### src/rtl/ram64_arb_pkg.sv
// Shared constants and state encoding for the RAM64 two-port arbiter.
package ram64_arb_pkg;
    localparam int DATA_W  = 16;
    localparam int ADDR_W  = 6;
    localparam int DEPTH   = 64;
    localparam int NUM_REQ = 2;

    typedef enum logic {
        INIT = 1'b0,
        ARB  = 1'b1
    } arb_state_e;
endpackage

### src/rtl/rr_arb2.sv
// Two-way round-robin grant: a tie goes to the requester the previous grant did not serve.
module rr_arb2
    import ram64_arb_pkg::*;
(
    input  logic               clk,
    input  logic               rst_n,
    input  logic [NUM_REQ-1:0] req_i,
    input  logic               en_i,
    output logic [NUM_REQ-1:0] gnt_o
);
    logic last_q;
    logic last_d;

    always_comb begin
        gnt_o = 2'b00;
        if (en_i) begin
            case (req_i)
                2'b01:   gnt_o = 2'b01;
                2'b10:   gnt_o = 2'b10;
                2'b11:   gnt_o = last_q ? 2'b01 : 2'b10;
                default: gnt_o = 2'b00;
            endcase
        end else begin
            gnt_o = 2'b00;
        end
    end

    always_comb begin
        last_d = last_q;
        if (gnt_o != 2'b00) begin
            last_d = gnt_o[1];
        end else begin
            last_d = last_q;
        end
    end

    always_ff @(posedge clk or negedge rst_n) begin
        if (!rst_n) begin
            last_q <= 1'b1;
        end else begin
            last_q <= last_d;
        end
    end
endmodule

### src/rtl/ram64_arbiter.sv
// Round-robin access controller for the shared RAM64 with registered read return.
// Define RAM64_ARB_INIT_EN to compile in the post-reset clear sweep.
module ram64_arbiter #(
    parameter int DATA_W = 16,
    parameter int ADDR_W = 6
`ifdef RAM64_ARB_INIT_EN
    ,
    parameter logic [DATA_W-1:0] INIT_VALUE = 16'h0000
`endif
) (
    input  logic              clk,
    input  logic              rst_n,
    input  logic [1:0]        req_i,
    input  logic [1:0]        we_i,
    input  logic [ADDR_W-1:0] addr0_i,
    input  logic [ADDR_W-1:0] addr1_i,
    input  logic [DATA_W-1:0] wdata0_i,
    input  logic [DATA_W-1:0] wdata1_i,
    output logic [1:0]        gnt_o,
    output logic [1:0]        rvalid_o,
    output logic [DATA_W-1:0] rdata_o,
    output logic              busy_o,
    output logic [ADDR_W-1:0] ram_addr_o,
    output logic [DATA_W-1:0] ram_in_o,
    output logic              ram_ld_o,
    input  logic [DATA_W-1:0] ram_out_i
);
    import ram64_arb_pkg::*;

    logic [NUM_REQ-1:0] gnt_s;
    logic               init_s;
    logic [1:0]         rvalid_q;
    logic [1:0]         rvalid_d;
    logic [DATA_W-1:0]  rdata_q;
    logic [DATA_W-1:0]  rdata_d;

`ifdef RAM64_ARB_INIT_EN
    arb_state_e        state_q;
    arb_state_e        state_d;
    logic [ADDR_W-1:0] cnt_q;
    logic [ADDR_W-1:0] cnt_d;

    // The sweep leaves INIT on the edge that writes the last word; cnt wraps to 0.
    always_comb begin
        state_d = state_q;
        cnt_d   = cnt_q;
        case (state_q)
            INIT: begin
                cnt_d = cnt_q + {{(ADDR_W-1){1'b0}}, 1'b1};
                if (cnt_q == ADDR_W'(DEPTH - 1)) begin
                    state_d = ARB;
                end else begin
                    state_d = INIT;
                end
            end
            ARB:     state_d = ARB;
            default: state_d = ARB;
        endcase
    end

    always_ff @(posedge clk or negedge rst_n) begin
        if (!rst_n) begin
            state_q <= INIT;
            cnt_q   <= {ADDR_W{1'b0}};
        end else begin
            state_q <= state_d;
            cnt_q   <= cnt_d;
        end
    end

    assign init_s = (state_q == INIT);
`else
    assign init_s = 1'b0;
`endif

    rr_arb2 u_rr_arb2 (
        .clk   (clk),
        .rst_n (rst_n),
        .req_i (req_i),
        .en_i  (rst_n & ~init_s),
        .gnt_o (gnt_s)
    );

    assign gnt_o  = gnt_s;
    assign busy_o = init_s;

    // RAM pin mux; rst_n gates the pins so no write can slip through during reset.
    always_comb begin
        ram_ld_o   = 1'b0;
        ram_addr_o = {ADDR_W{1'b0}};
        ram_in_o   = {DATA_W{1'b0}};
        if (!rst_n) begin
            ram_ld_o = 1'b0;
`ifdef RAM64_ARB_INIT_EN
        end else if (init_s) begin
            ram_ld_o   = 1'b1;
            ram_addr_o = cnt_q;
            ram_in_o   = INIT_VALUE;
`endif
        end else if (gnt_s[0]) begin
            ram_ld_o   = we_i[0];
            ram_addr_o = addr0_i;
            ram_in_o   = wdata0_i;
        end else if (gnt_s[1]) begin
            ram_ld_o   = we_i[1];
            ram_addr_o = addr1_i;
            ram_in_o   = wdata1_i;
        end else begin
            ram_ld_o = 1'b0;
        end
    end

    always_comb begin
        rvalid_d = gnt_s & ~we_i;
        if (rvalid_d != 2'b00) begin
            rdata_d = ram_out_i;
        end else begin
            rdata_d = rdata_q;
        end
    end

    always_ff @(posedge clk or negedge rst_n) begin
        if (!rst_n) begin
            rvalid_q <= 2'b00;
            rdata_q  <= {DATA_W{1'b0}};
        end else begin
            rvalid_q <= rvalid_d;
            rdata_q  <= rdata_d;
        end
    end

    assign rvalid_o = rvalid_q;
    assign rdata_o  = rdata_q;
endmodule

### config.mk
export PLATFORM = sky130hd
export DESIGN_NAME = ram64_arbiter
export DESIGN_NICKNAME = d
export VERILOG_FILES = /design/src/rtl/ram64_arb_pkg.sv /design/src/rtl/rr_arb2.sv /design/src/rtl/ram64_arbiter.sv
export SDC_FILE = /design/constraint.sdc
export NUM_CORES = 1
export LEC_CHECK = 0
export CORE_MARGIN = 5
export CORE_UTILIZATION = 32
export DETAILED_ROUTE_END_ITERATION = 10
export GPL_TIMING_DRIVEN = 1
export PLACE_DENSITY = 0.85
export SLEW_MARGIN = 25
export SYNTH_ARGS = -nofsm -noshare
export SYNTH_HDL_FRONTEND = slang
export SYNTH_HIERARCHICAL = 1
export SYNTH_SLANG_ARGS = --single-unit
### constraint.sdc
create_clock -name clk -period 3.08 [get_ports clk]
set_clock_uncertainty 0.05 [all_clocks]
set_input_delay 0.462 -clock clk [delete_from_list [all_inputs] [get_ports clk]]
set_output_delay 0.462 -clock clk [all_outputs]
set_load 0.05 [all_outputs]
==> flow_summary.ini, run 1 <==
[routing]
via_per_inst = 4.88
postRouteAntennaNets = 0
drt_wl_total_um = 4440
wl_per_cell_um = 17.1
drt-met1-wl_um = 1540
top_layer_used = met4
wl_met2_um = 2440
drt_iter0_markers = 60
via_count = 1270
drc = 0
met3WireLength_um = 387
dr.pass1.iters = 4

[global_routing]
grt_usage = 0.186
grt_pass1_vias = 1439
gr-total-overflow = 0
grt_max_degree = 24
antenna_found_initial = 0
grt_pass1_wl_um = 7220

[placed_design]
port-buffer-count = 108
place_congestion = 0.787
post-dp-hpwl_um = 3780

[cells_and_area]
fillers = 233
n_antenna_cell = 0
final_common_cell = clkdlybuf4s50_1
nNetsFinal = 281
drive_above_1_share = 0.266
layout.cells.most_common_list = 83 x clkdlybuf4s50_1, 26 x buf_12, 24 x nor2b_1
area_growth_pct = 122

[floorplanning]
num_rows = 21
die_w_um = 70.2
fp.dieH_um = 70.2
core_um2 = 3420
die_area_um2 = 4930
start_util = 0.340
io_pins = 110

[sta]
setup_tns_ns = 0
tightest_slew_ns = 0.516
rsz0062_at_grt = false
period_needed_ns = 2.71
finalSetupViolCount = 0
relSlewSlack = 0.655
clock.fmax_ghz = 0.369
finalMaxSlewViolations = 0
hold_viol = 0
timing.final.crit_share = 0.879

[synthesis]
yosysWarnings = 6
syn_area_per_cell_um2 = 11.1
syn-num-nets = 171
synth.distinct_cells = 20
synth_top_cell_by_area = dfrtp_1
syn_inst = 105
seq_area_frac_synth = 0.411
synth_area_leaders = dfrtp_1 39%, a22oi_1 14%, mux2_4 13%
netlist.area_leader.share = 0.388
netlist_area_um2 = 1160
ys_ff_latch = 19

[clock_tree]
cts-buffers-inserted = 3
clkLatencyLatePin_ns = 0.30
cts-root-buf = clkbuf_4
tritoncts = yes
cts_max_path_buffers = 2
cts.sinks = 19
cts_htree_levels = 1
postCtsSetupBuffers = 0
postCtsHoldBufs = 0
clkTransAtPathRegs_ns = 0.11
post_cts_resized = 0

[pwr]
intPower_w = 0.000672
p_seq_frac = 0.294
swShare = 0.421
clockPowerShare = 0.111
power_frac_comb = 0.595
powerDensity_nw_per_um2 = 450
peakVddDrop_uv = 391
finalPower_w = 0.00116
p_leak_nw = 1.02
p_sw_w = 0.000489

[job]
maxCapViolCount = 0

[setup_path]
critPathLaunchType = primary input
cp.required_ns = 2.57
crit_fanout = 21
end_kind = output pin
critPathKind = primary input to output pin
cp_data_arrival_time_ns = 2.20

[outcome]
status = finished clean

[worst_hold_path]
hp-class = flop to flop
-- metal layers --
layer	global-route usage	vias up
met5	0	-
met4	0.0511	0
met3	0.0732	6
met2	0.359	71
met1	0.180	603
li1	-	590
-- logic make-up (layout without fill, tap and decap cells) --
logic type	Yosys count	in the layout	share of synthesized area
AOI/OAI and AO/OA	26	26	0.163
and+or+nand+nor	32	32	0.170
buffers and inverters	11	120	0.0657
muxes	16	16	0.187
DFF	19	19	0.411
other	1	1	0.00323
-- power groups by stage --
stage	sequential, W	clock (W)	combinational [W]
after CTS	0.000342	0.000133	0.000697
after global placement	0.000340	0	0.000681
final	0.000342	0.000128	0.000691
after floorplan	0.000537	0	0.000195
after global routing	0.000348	0.000144	0.000717
after detailed placement	0.000347	0	0.000695
-- synth_stat cells --
cell      count
a21oi_1       2
a21oi_2       1
a22oi_1      22
and2_1        1
and3_1        1
buf_12        1
buf_4         1
buf_6         2
clkbuf_1      6
conb_1        1
dfrtp_1      18
dfstp_2       1
inv_1         1
mux2_2        6
mux2_4       10
nand2_1       4
nor2b_1      24
nor2b_4       1
o21ai_0       1
or2_1         1
-- cell type report --
type                       count  area [um2]  share of cell area
inverter                       1        3.75             0.00146
sequential                    19         477               0.185
timing repair buffer         115        1400               0.542
multi-input combinational     75         616               0.239
tap                           46        57.6              0.0223
clock buffer                   3        22.5             0.00874
clock inverter                 1        5.00             0.00194
-- worst max-delay path, stage by stage --
cell,delay (ns)
clkdlybuf4s50_1,0.52
nand2_1,0.11
a21oi_2,0.13
nor2b_1,0.19
buf_4,0.28
a22oi_1,0.11
nor2b_1,0.22
buf_12,0.17
-- metrics by stage --
step	cell area [um2]	util	cells	hold WS, ns	worst slack, ns
floorplan	1170	-	105	0.116	0.125
global placement	2550	0.747	256	0.441	0.444
detailed placement	2550	0.747	256	0.447	0.356
CTS	2580	0.755	260	0.474	0.357
global route	2580	0.755	260	0.481	0.196
finish	2580	0.755	260	0.469	0.372
-- sequential cells by signal, indices dropped and copies added (netlist names) --
signal and count:
u_rr_arb2/last_q 1, rvalid_o 2, rdata_o 16
-- worst paths after layout --
kind	from	slack (ns)	cells after the start	endpoint
min in group asynchronous	rst_n	0.49	2	rvalid_o[0]
hold / removal	rdata_o[9]	0.47	1	rdata_o[9]
max in group asynchronous	rst_n	2.25	2	rdata_o[0]
setup / recovery	rst_n	0.37	8	ram_in_o[8]
hold reg to reg	rdata_o[9]	0.47	1	rdata_o[9]
setup reg to reg	u_rr_arb2/last_q	0.86	7	rdata_o[4]
(Power assumes the default switching activity.)
==> inputs of run 2 (changes only) <==
--- a/config.mk
+++ b/config.mk
@@ -7,6 +7,7 @@
 export LEC_CHECK = 0
 export CORE_MARGIN = 5
 export CORE_UTILIZATION = 32
+export CTS_CLUSTER_DIAMETER = 80
 export DETAILED_ROUTE_END_ITERATION = 10
 export GPL_TIMING_DRIVEN = 1
 export PLACE_DENSITY = 0.85
==> results of run 2 <==
Same layout as run 1: the final DEF is identical, and so are final timing and power.
==> inputs of run 3 (changes only) <==
--- a/config.mk
+++ b/config.mk
@@ -11,6 +11,7 @@
 export DETAILED_ROUTE_END_ITERATION = 10
 export GPL_TIMING_DRIVEN = 1
 export PLACE_DENSITY = 0.85
+export SKIP_CTS_REPAIR_TIMING = 1
 export SLEW_MARGIN = 25
 export SYNTH_ARGS = -nofsm -noshare
 export SYNTH_HDL_FRONTEND = slang
==> results of run 3 <==
Same layout as run 1: the final DEF is identical, and so are final timing and power.
